--- src/rtl/item_pkg.sv ---
// Shared types and width helpers for the collectible item manager.
package item_pkg;

  typedef enum logic [1:0] {
    SLOT_IDLE     = 2'd0,
    SLOT_EMERGING = 2'd1,
    SLOT_ACTIVE   = 2'd2,
    SLOT_GONE     = 2'd3
  } slot_state_t;

  function automatic int calc_off_w(input int emerge_frames);
    return $clog2(emerge_frames + 1);
  endfunction

  // A lifetime of 0 (never expires) still needs a 1-bit counter.
  function automatic int calc_life_w(input int lifetime_frames);
    return (lifetime_frames < 2) ? 1 : $clog2(lifetime_frames + 1);
  endfunction

  function automatic int calc_idx_w(input int num_items);
    return (num_items < 2) ? 1 : $clog2(num_items);
  endfunction

endpackage

--- src/rtl/item_slot.sv ---
// One item slot: IDLE -> EMERGING -> ACTIVE -> GONE, with rise and lifetime counters.
module item_slot
  import item_pkg::*;
#(
  parameter int EMERGE_FRAMES   = 16,
  parameter int LIFETIME_FRAMES = 0,
  parameter int WARN_FRAMES     = 60,
  parameter bit INIT_ON         = 1'b0,
  localparam int OFF_W          = calc_off_w(EMERGE_FRAMES)
) (
  input  logic             Clk,
  input  logic             Reset,
  input  logic             spawn,
  input  logic             collision,
  output logic             on,
  output logic             emerging,
  output logic             warn,
  output logic [OFF_W-1:0] offset,
  output logic             collected,
  output slot_state_t      state_dbg
);

  localparam int LIFE_W = calc_life_w(LIFETIME_FRAMES);
  localparam logic [OFF_W-1:0]  EMERGE_INIT = OFF_W'(EMERGE_FRAMES);
  localparam logic [LIFE_W-1:0] LIFE_INIT   = LIFE_W'(LIFETIME_FRAMES);

  slot_state_t       state, state_n;
  logic [OFF_W-1:0]  ecnt, ecnt_n;
  logic [LIFE_W-1:0] lcnt, lcnt_n;
  logic              collected_n;

  always_ff @(posedge Clk) begin
    if (Reset) begin
      state     <= INIT_ON ? SLOT_ACTIVE : SLOT_IDLE;
      ecnt      <= '0;
      lcnt      <= INIT_ON ? LIFE_INIT : '0;
      collected <= 1'b0;
    end else begin
      state     <= state_n;
      ecnt      <= ecnt_n;
      lcnt      <= lcnt_n;
      collected <= collected_n;
    end
  end

  // Collision is checked before the lifetime test so a grab on the last frame still counts.
  always_comb begin
    state_n     = state;
    ecnt_n      = ecnt;
    lcnt_n      = lcnt;
    collected_n = 1'b0;
    case (state)
      SLOT_IDLE: begin
        if (spawn) begin
          state_n = SLOT_EMERGING;
          ecnt_n  = EMERGE_INIT;
        end
      end
      SLOT_EMERGING: begin
        if (ecnt <= OFF_W'(1)) begin
          state_n = SLOT_ACTIVE;
          ecnt_n  = '0;
          lcnt_n  = LIFE_INIT;
        end else begin
          ecnt_n = ecnt - OFF_W'(1);
        end
      end
      SLOT_ACTIVE: begin
        if (collision) begin
          state_n     = SLOT_GONE;
          collected_n = 1'b1;
        end else if (LIFETIME_FRAMES != 0) begin
          if (lcnt <= LIFE_W'(1)) begin
            state_n = SLOT_GONE;
            lcnt_n  = '0;
          end else begin
            lcnt_n = lcnt - LIFE_W'(1);
          end
        end
      end
      default: ;
    endcase
  end

  always_comb begin
    on        = (state == SLOT_EMERGING) || (state == SLOT_ACTIVE);
    emerging  = (state == SLOT_EMERGING);
    offset    = emerging ? ecnt : '0;
    warn      = (state == SLOT_ACTIVE) && (LIFETIME_FRAMES != 0) &&
                (int'(lcnt) <= WARN_FRAMES);
    state_dbg = state;
  end

endmodule

--- src/rtl/item_manager.sv ---
// Frame-rate manager for NUM_ITEMS independent power-up slots plus collect encoding.
module item_manager
  import item_pkg::*;
#(
  parameter int NUM_ITEMS       = 4,
  parameter int EMERGE_FRAMES   = 16,
  parameter int LIFETIME_FRAMES = 0,
  parameter int WARN_FRAMES     = 60,
  parameter logic [NUM_ITEMS-1:0] INIT_ACTIVE = '0,
  localparam int OFF_W = calc_off_w(EMERGE_FRAMES),
  localparam int IDX_W = calc_idx_w(NUM_ITEMS),
  localparam int CNT_W = $clog2(NUM_ITEMS + 1)
) (
  input  logic                       Clk,
  input  logic                       Reset,
  input  logic [NUM_ITEMS-1:0]       spawn,
  input  logic [NUM_ITEMS-1:0]       collision,
  output logic [NUM_ITEMS-1:0]       item_on,
  output logic [NUM_ITEMS-1:0]       item_emerging,
  output logic [NUM_ITEMS*OFF_W-1:0] emerge_offset,
  output logic [NUM_ITEMS-1:0]       item_warn,
  output logic [NUM_ITEMS-1:0]       collect_mask,
  output logic                       collect_valid,
  output logic [IDX_W-1:0]           collect_idx,
  output logic [CNT_W-1:0]           active_count,
  output logic [2*NUM_ITEMS-1:0]     state_dbg
);

  for (genvar g = 0; g < NUM_ITEMS; g++) begin : g_slot
    slot_state_t slot_state;

    item_slot #(
      .EMERGE_FRAMES   (EMERGE_FRAMES),
      .LIFETIME_FRAMES (LIFETIME_FRAMES),
      .WARN_FRAMES     (WARN_FRAMES),
      .INIT_ON         (INIT_ACTIVE[g])
    ) u_slot (
      .Clk       (Clk),
      .Reset     (Reset),
      .spawn     (spawn[g]),
      .collision (collision[g]),
      .on        (item_on[g]),
      .emerging  (item_emerging[g]),
      .warn      (item_warn[g]),
      .offset    (emerge_offset[g*OFF_W +: OFF_W]),
      .collected (collect_mask[g]),
      .state_dbg (slot_state)
    );

    assign state_dbg[2*g +: 2] = slot_state;
  end

  assign collect_valid = |collect_mask;

  // Scan from the top so the lowest set index is the last one written.
  always_comb begin
    collect_idx = '0;
    for (int i = NUM_ITEMS - 1; i >= 0; i--) begin
      if (collect_mask[i]) collect_idx = IDX_W'(i);
    end
  end

  always_comb begin
    active_count = '0;
    for (int i = 0; i < NUM_ITEMS; i++) begin
      active_count = active_count + CNT_W'(item_on[i]);
    end
  end

endmodule

--- config.mk ---
export PLATFORM = sky130hd
export DESIGN_NAME = item_manager
export DESIGN_NICKNAME = d
export VERILOG_FILES = /design/src/rtl/item_pkg.sv /design/src/rtl/item_slot.sv /design/src/rtl/item_manager.sv
export SDC_FILE = /design/constraint.sdc
export NUM_CORES = 1
export LEC_CHECK = 0
export CAP_MARGIN = 20
export CORE_ASPECT_RATIO = 1.75
export CORE_MARGIN = 2
export CORE_UTILIZATION = 50
export CTS_BUF_LIST = sky130_fd_sc_hd__clkbuf_2 sky130_fd_sc_hd__clkbuf_4 sky130_fd_sc_hd__clkbuf_8
export CTS_CLUSTER_DIAMETER = 30
export CTS_CLUSTER_SIZE = 12
export DETAILED_ROUTE_END_ITERATION = 7
export PLACE_DENSITY = 0.88
export SLEW_MARGIN = 20
export SYNTH_ARGS = -nofsm -noshare
export SYNTH_HDL_FRONTEND = slang
export SYNTH_SLANG_ARGS = --single-unit
--- constraint.sdc ---
create_clock -name Clk -period 2.3 [get_ports Clk]
set_clock_uncertainty 0.05 [all_clocks]
set_input_delay 0.46 -clock Clk [delete_from_list [all_inputs] [get_ports Clk]]
set_output_delay 0.46 -clock Clk [all_outputs]
set_load 0.01 [all_outputs]
==> impl_metrics.ini, run 1 <==
[outcome]
status = complete, but fails checks
violations = negative setup slack

[clock_tree]
cts.htree.levels = 2
clock_latency_ps = 290
clkSlewWorstSetupHoldPaths_ps = 70
cts_tree = done
holdBufCountCts = 0
cts_buffers = 5
cts_root_buf = clkbuf_8
cts_buffer_depth = 2
cts.sinks = 32

[global_routing]
grt_max_degree = 41
antenna_found_initial = 0
gr-total-overflow = 0
grt_pass1_vias = 2063
grt_pass1_wl_um = 8983
grt_util_all_layers_pct = 21.45

[detailed_routing]
drc = 0
first_pass_iters = 4
drt-total-wl_um = 5465
drt_iter0_markers = 43
wl_per_cell_um = 13.98
viasPerCell = 5.437
via_count = 2126
ant_nets = 0

[synthesis]
yosysMostFrequentCell = dfxtp_1
synth_top_area_share_pct = 27.44
synth_seq_cells = 32
synth-async-reset-ratio_pct = 0
ys_warn_count = 0
netlist_top_cells_area = dfxtp_1 (27%), ha_1 (14%), buf_4 (5.1%)
yosys.area.top_type = dfxtp_1
ys.flop_type = dfxtp_1
syn_area_um2 = 2335
ys_seq_area_share_pct = 27.44
ys_top_cells_by_count = dfxtp_1 (32), ha_1 (26), nor2_1 (23), nand2_1 (21), inv_1 (17)
avgSynthCellArea_um2 = 8.615
synth_edf_count = 0
ys_types = 34
syn_inst = 271

[finish]
fin_util_pct = 72.27
nets = 376
antenna_cells = 0
n_fill_cell = 308
drive_gt1_share_pct = 24.41
area_growth_pct = 37.57
finalNonFillerCells = 391

[critical_path]
cp-start-kind = register
crit_required_ps = 1790
critPathTopFamily = adder cells
crit_fanout = 2
crit_type = register to primary output
cp_slowest_stage_delay_ps = 560
end_kind = primary output
crit_arrival_ps = 1990
cpMostUsedCell = ha_4
crit_chain = inv_2, ha_4, fa_1, ha_2, ha_4, buf_6
crit_slowest_cell = fa_1
critical_path_buf_inv_count = 2

[power_and_ir_drop]
p_per_area_nw_per_um2 = 1335
peakVddDrop_mv = 1.763
p_leak_uw = 0.001315

[die]
dieWidth_um = 55.66
die_area_um2 = 5254
fp-row-count = 32
core-area_um2 = 4444
ioPinCount = 60
die_h_um = 94.40
initial_utilization_pct = 52.53

[placed_design]
place_congestion = 0.7953
io_buffers = 55
place_inst = 375
dp_hpwl_um = 3740

[timing]
fmax_ghz = 0.3997
rsz0062_at_grt = yes
fin_crit_ps = 2502
tns_ps = -406.1
hold_viol_final = 0
fin_crit_sh_pct = 108.8
drv_slew = 0
layout_setup_ws_ps = -202.1
setup_viol = 3

[hold_path]
hp-class = register to register

[job]
drv_cap = 0
## layout by cell type, fill, tap and decap left out, types with 9 or more instances in the layout
| cell | instances |
|---|---|
| buf_4 | 26 |
| a21oi_1 | 9 |
| inv_1 | 11 |
| ha_1 | 17 |
| nand2_1 | 21 |
| nor2_1 | 23 |
| clkdlybuf4s50_1 | 50 |
| dfxtp_1 | 26 |
| and2_1 | 16 |
## registers in the layout (all words and copies together), names as in the netlist
register,flops
g_slot.u_slot.collected,4
g_slot.u_slot.ecnt,20
g_slot.u_slot.state_dbg,8
## worst paths after layout
check                                                   from                                    endpoint  slack, ps  depth (start not counted)
setup / recovery  g_slot[1].u_slot.state_dbg[0]$_SDFFE_PP0P_                             active_count[1]       -200                          6
hold / removal         g_slot[2].u_slot.ecnt[4]$_SDFFE_PP0P_       g_slot[2].u_slot.ecnt[4]$_SDFFE_PP0P_        470                          2
setup reg to reg  g_slot[1].u_slot.state_dbg[0]$_SDFFE_PP0P_  g_slot[1].u_slot.state_dbg[0]$_SDFFE_PP0P_        320                          7
hold reg to reg        g_slot[2].u_slot.ecnt[4]$_SDFFE_PP0P_       g_slot[2].u_slot.ecnt[4]$_SDFFE_PP0P_        470                          2
## per-stage QoR
step	total power [uW]	hold WS [ps]	setup WS, ps	area, um^2
finish	4288	468.4	-202.1	3212
global route	4582	486.4	-226.0	3212
detailed placement	3403	460.3	-398.1	2962
floorplan	2443	432.0	14.35	2347
CTS	4168	472.3	-173.5	3154
global placement	3312	449.5	-352.2	2962
## power breakdown
group	switching [uW]	internal [uW]
combinational	1340	1640
clock	219	239
sequential	146	707
## layout make-up
class                           count  area (um^2)  area share, %
Timing Repair Buffer               82        774.5          24.11
Tap cell                           51        63.81          1.987
Clock inverter                      2        10.01         0.3116
Clock buffer                        6        82.58          2.571
Sequential cell                    32        648.1          20.18
Multi-Input combinational cell    201         1569          48.85
Inverter                           17        63.81          1.987
## metal layers
layer | global-route usage [%] | wire (um) | vias up
met5 | 0 | 0 | -
met4 | 13.62 | 178 | 0
met3 | 3.836 | 206 | 15
met2 | 40.18 | 2973 | 63
met1 | 21.39 | 2107 | 998
li1 | - | - | 1050
## kinds of logic after synthesis
family,Yosys count,synth area share (%)
compound gates,49,16.08
fa+ha+maj,27,14.79
buf+inv,41,9.378
flops,32,27.44
mux,16,7.288
other cells,1,0.1606
simple gates,105,24.87
## what timing repair did
action / in CTS / in global routing
pin swaps: 3 / 3
gates cloned: 0 / 0
gates resized for setup: 33 / 6
setup buffers: 2 / 6
endpoints found under the hold margin: 0 / 0
endpoints found under the setup margin: 13 / 11
## worst reg2reg max path, cell delays in order (launching register included)
cell and delay [ps]:
dfxtp_2 330, buf_4 130, buf_4 130, ha_2 210, buf_4 170, a21boi_2 190, a211oi_2 310, mux2_1 350
Note: power is estimated with default switching activity, not from simulation.
==> run 2, diff against run 1 <==
--- a/config.mk
+++ b/config.mk
@@ -6,12 +6,11 @@
 export NUM_CORES = 1
 export LEC_CHECK = 0
 export CAP_MARGIN = 20
-export CORE_ASPECT_RATIO = 1.75
+export CORE_ASPECT_RATIO = 1.1
 export CORE_MARGIN = 2
 export CORE_UTILIZATION = 50
 export CTS_BUF_LIST = sky130_fd_sc_hd__clkbuf_2 sky130_fd_sc_hd__clkbuf_4 sky130_fd_sc_hd__clkbuf_8
 export CTS_CLUSTER_DIAMETER = 30
-export CTS_CLUSTER_SIZE = 12
 export DETAILED_ROUTE_END_ITERATION = 7
 export PLACE_DENSITY = 0.88
 export SLEW_MARGIN = 20
==> run 2 against run 1 <==
The flow still finishes with violations (negative setup slack). Non-clock buffer count decreased by 4. Clock-buffer cell count unchanged. Worst hold slack improved by 2.7 ps. Utilization decreased by 1.6 points. Critical path depth unchanged. Register-to-register slack improved by 70 ps. First-iteration DRC count increased to 4.0 times the previous value. Fmax increased by 1.4%. Die area decreased by 0.39%. Wire length increased by 5.1%.
==> impl_metrics.ini, run 2 (same netlist as run 1, synthesis figures left out) <==
[finish]
final_cell_mix = clkdlybuf4s50_1 (47), dfxtp_1 (26), nor2_1 (23)
drive_gt1_share_pct = 23.58
largest_reg_flops = 20
final_common_cell = clkdlybuf4s50_1
top_register = g_slot.u_slot.ecnt
area_growth_pct = 37.78
antenna_cells = 0
finalNonFillerCells = 391
nets = 372

[power_and_ir_drop]
peakVddDrop_mv = 1.681
p_leak_uw = 0.001345
power.total_uw = 4353
p_per_area_nw_per_um2 = 1353

[clock_tree]
cts_tree = done
cts_buffers = 5
cts.htree.levels = 2
clkSlewWorstSetupHoldPaths_ps = 70
clock_latency_ps = 290
cts_buffer_depth = 2
holdBufCountCts = 0
cts_root_buf = clkbuf_8
cts.sinks = 32

[placed_design]
post-place-ws_ps = -412.7
place_inst = 379
io_buffers = 55
place_congestion = 0.8196
dp_hpwl_um = 3883

[global_routing]
grt_util_all_layers_pct = 20.41
grt_pass1_wl_um = 8514
gr-total-overflow = 0
antenna_found_initial = 0
grt_pass1_vias = 1906
grt_max_degree = 41

[detailed_routing]
ant_nets = 0
drt_iter0_markers = 172
via_count = 2165
drt-total-wl_um = 5742
first_pass_iters = 5
drc = 0
wl_per_cell_um = 14.69
viasPerCell = 5.537

[timing]
rsz0062_at_grt = yes
fmax_ghz = 0.4053
hold_viol_final = 0
fin_crit_sh_pct = 107.3
drv_slew = 0
layout_setup_ws_ps = -167.5
setup_viol = 3
fin_crit_ps = 2467

[critical_path]
end_kind = primary output
critPathTopFamily = adder cells
crit_required_ps = 1790
crit_chain = inv_2, ha_4, fa_2, ha_4, ha_4, buf_6
critical_path_buf_inv_count = 2
cp_slowest_stage_delay_ps = 600
cp-start-kind = register
crit_type = register to primary output
crit_arrival_ps = 1960
cpMostUsedCell = ha_4
crit_fanout = 2
crit_slowest_cell = fa_2

[outcome]
status = complete, but fails checks
violations = negative setup slack

[die]
core-area_um2 = 4554
dieWidth_um = 69.16
initial_utilization_pct = 51.26
die_h_um = 75.67
die_area_um2 = 5233
ioPinCount = 60
fp-row-count = 26

[hold_path]
hp-class = register to register

[job]
drv_cap = 0
run 2: cell types whose count changed in the layout (fill, tap and decap cells not counted), moves of 3 or more:
cell	change
ha_2	-3
dlymetal6s2s_1	+3
clkdlybuf4s50_1	-3
ha_4	+3
buf_4	-4
run 2: final cells by class:
class | instances | area [um^2]
multi-input cells | 201 | 1602
clock buffers | 6 | 76.32
well taps | 56 | 70.07
inverters | 17 | 63.81
flip-flops and latches | 32 | 648.1
fillers | 342 | 1338
clock inverters | 1 | 5.005
repair buffers | 78 | 752.0
run 2: report_power, final:
part,internal (uW),leakage [uW],total (uW),switching [uW]
sequential,707,0.000263,854,147
combinational,1690,0.00104,3080,1390
clock,217,0.0000445,421,204
total,2610,0.00134,4350,1740
run 2: layer usage:
| metal | global-route usage, % | up-vias | share of wire (%) | routed length, um |
|---|---|---|---|---|
| li1 | - | 1040 | - | - |
| met1 | 22.54 | 1013 | 40 | 2308 |
| met2 | 37.82 | 89 | 52 | 2958 |
| met3 | 4.233 | 23 | 5.1 | 294 |
| met4 | 10.68 | 0 | 3.1 | 180 |
| met5 | 0 | - | 0 | 0 |
run 2: what timing repair did:
action,CTS,global route
cloned,0,0
gates resized for setup,36,10
buffers inserted,1,4
setup endpoints to repair,23,9
pin swaps,3,4
run 2: path summary, 6_finish.rpt:
kind / start / endpoint / slack [ps] / depth (start not counted)
hold reg to reg: g_slot[0].u_slot.ecnt[4]$_SDFFE_PP0P_ / g_slot[0].u_slot.ecnt[4]$_SDFFE_PP0P_ / 470 / 2
hold / removal: g_slot[0].u_slot.ecnt[4]$_SDFFE_PP0P_ / g_slot[0].u_slot.ecnt[4]$_SDFFE_PP0P_ / 470 / 2
setup / recovery: g_slot[1].u_slot.state_dbg[0]$_SDFFE_PP0P_ / active_count[1] / -170 / 6
setup reg to reg: g_slot[1].u_slot.state_dbg[1]$_SDFFE_PP0P_ / g_slot[1].u_slot.state_dbg[0]$_SDFFE_PP0P_ / 390 / 7
run 2: per-stage QoR:
step	setup TNS (ps)	hold WS (ps)	util (%)	area [um^2]
final	-285.4	471.2	70.63	3217
after global routing	-377.4	502.7	70.63	3217
after CTS	-314.4	476.8	69.42	3162
after detailed placement	-956.3	462.8	65.00	2960
after global placement	-808.1	448.5	65.00	2960
after floorplan	0	432.0	-	2347
run 2: worst reg2reg max path: cells and delay by family, from the launching register on:
family / cells / cell delay (ps)
buffers and inverters: 3 / 320
muxes: 1 / 370
DFF: 1 / 350
AOI/OAI and AO/OA: 2 / 530
adders and majority gates: 1 / 190
==> run 3, diff against run 2 <==
--- a/config.mk
+++ b/config.mk
@@ -8,11 +8,11 @@
 export CAP_MARGIN = 20
 export CORE_ASPECT_RATIO = 1.1
 export CORE_MARGIN = 2
-export CORE_UTILIZATION = 50
+export CORE_UTILIZATION = 51
 export CTS_BUF_LIST = sky130_fd_sc_hd__clkbuf_2 sky130_fd_sc_hd__clkbuf_4 sky130_fd_sc_hd__clkbuf_8
 export CTS_CLUSTER_DIAMETER = 30
 export DETAILED_ROUTE_END_ITERATION = 7
-export PLACE_DENSITY = 0.88
+export PLACE_DENSITY = 0.9
 export SLEW_MARGIN = 20
 export SYNTH_ARGS = -nofsm -noshare
 export SYNTH_HDL_FRONTEND = slang
==> run 3 against run 2 <==
The flow still finishes with violations (negative setup slack). Clock power up 28%. Critical path depth unchanged. Cell area up 0.31%. Register-to-register slack about the same. Fmax up 0.15%. Global-route usage up 2.8 points. Die area down 1.9%. Sequential power down 0.6%. Cell count up 0.26%. Clock-buffer cell count unchanged.
==> impl_metrics.ini, run 3 (same netlist as run 1, synthesis figures left out) <==
[outcome]
status = complete, but fails checks
violations = negative setup slack

[critical_path]
critPathTopFamily = adder cells
end_kind = primary output
crit_required_ps = 1790
crit_chain = inv_2, ha_4, fa_1, ha_2, ha_4, buf_6
crit_fanout = 2
critical_path_buf_inv_count = 2
cp_slowest_stage_delay_ps = 550
crit_type = register to primary output
cp-start-kind = register
crit_slowest_cell = fa_1
cpMostUsedCell = ha_4
crit_arrival_ps = 1950

[timing]
layout_setup_ws_ps = -163.8
rsz0062_at_grt = yes
drv_slew = 0
hold_viol_final = 0
setup_viol = 3
fmax_ghz = 0.4059
fin_crit_sh_pct = 107.1
fin_crit_ps = 2464

[finish]
final_common_cell = clkdlybuf4s50_1
multi_input_area_um2 = 1579
n_fill_cell = 319
seq_area_um2 = 648.1
top_register = g_slot.u_slot.ecnt
finalNonFillerCells = 392
nets = 374
antenna_cells = 0
area_growth_pct = 38.21
final_cell_mix = clkdlybuf4s50_1 (51), dfxtp_1 (26), buf_4 (24)
drive_gt1_share_pct = 23.96
fin_util_pct = 74.22
largest_reg_flops = 20

[placed_design]
place_congestion = 0.8714
post-place-ws_ps = -398.5
dp_hpwl_um = 3887
place_inst = 378
io_buffers = 55

[hold_path]
hp-class = register to register

[detailed_routing]
drt-total-wl_um = 5563
ant_nets = 0
wl_per_cell_um = 14.19
viasPerCell = 5.281
drt_iter0_markers = 118
first_pass_iters = 4
drc = 0
via_count = 2070

[clock_tree]
cts_buffers = 5
clock_latency_ps = 290
cts.htree.levels = 2
holdBufCountCts = 0
cts_buffer_depth = 2
clkSlewWorstSetupHoldPaths_ps = 70
cts_root_buf = clkbuf_8
cts_tree = done
cts.sinks = 32

[job]
drv_cap = 0

[power_and_ir_drop]
power.total_uw = 4351
p_leak_uw = 0.001296
p_per_area_nw_per_um2 = 1348
peakVddDrop_mv = 1.688

[die]
core-area_um2 = 4348
dieWidth_um = 68.51
die_area_um2 = 5136
fp-row-count = 25
ioPinCount = 60
die_h_um = 74.96
initial_utilization_pct = 53.70

[global_routing]
grt_pass1_wl_um = 8956
antenna_found_initial = 0
grt_max_degree = 41
grt_util_all_layers_pct = 23.18
gr-total-overflow = 0
grt_pass1_vias = 1958
run 3: cell types whose count changed in the layout (fill, tap and decap cells not counted), sizes merged:
| cell | previous run | this run |
|---|---|---|
| bufinv | 0 | 1 |
| buf | 26 | 28 |
| dlymetal6s2s | 5 | 1 |
| clkdlybuf4s50 | 47 | 51 |
run 3: what timing repair did:
item | CTS | global route
buffers inserted | 2 | 4
setup endpoints to repair | 18 | 11
gates resized for setup | 34 | 5
pin swaps | 4 | 3
run 3: layout make-up:
type	instances	share of cell area, %
clock inverters	2	1.086
inverters	17	1.978
clock buffers	6	2.365
well taps	54	2.094
flip-flops and latches	32	20.09
multi-input cells	201	48.93
repair buffers	80	23.46
run 3: metrics by stage:
stage | area [um^2] | setup TNS (ps) | hold slack, ps
6_report | 3227 | -287.1 | 463.9
5_1_grt | 3227 | -446.9 | 500.7
4_1_cts | 3191 | -352.7 | 464.8
3_5_place_dp | 2965 | -865.3 | 454.5
3_3_place_gp | 2965 | -802.1 | 447.8
2_1_floorplan | 2347 | 0 | 432.0
run 3: worst paths after layout:
kind	startpoint	end	slack, ps	depth (start not counted)
max	g_slot[0].u_slot.state_dbg[0]$_SDFFE_PP0P_	active_count[1]	-160	6
min	g_slot[2].u_slot.ecnt[4]$_SDFFE_PP0P_	g_slot[2].u_slot.ecnt[4]$_SDFFE_PP0P_	460	2
max reg2reg	g_slot[1].u_slot.state_dbg[0]$_SDFFE_PP0P_	g_slot[1].u_slot.state_dbg[0]$_SDFFE_PP0P_	380	7
min reg2reg	g_slot[2].u_slot.ecnt[4]$_SDFFE_PP0P_	g_slot[2].u_slot.ecnt[4]$_SDFFE_PP0P_	460	2
run 3: worst min-delay path, cell delays in order, from the launching register on:
cell	delay (ps)
dfxtp_1	330
o21ai_0	80
a21oi_1	60
run 3: layer usage:
| layer | routed length, um | track usage, % | part of all wire, % | vias to the layer above |
|---|---|---|---|---|
| li1 | - | - | - | 1050 |
| met2 | 2801 | 40.49 | 50 | 52 |
| met1 | 2404 | 27.80 | 43 | 957 |
| met3 | 254 | 5.680 | 4.6 | 11 |
| met4 | 102 | 7.111 | 1.8 | 0 |
| met5 | 0 | 0 | 0 | - |
run 3: power by group:
part	internal [uW]	switching [uW]	total (uW)
Clock	333	207	540
Combinational	1620	1340	2960
Sequential	707	142	849
Total	2660	1690	4350
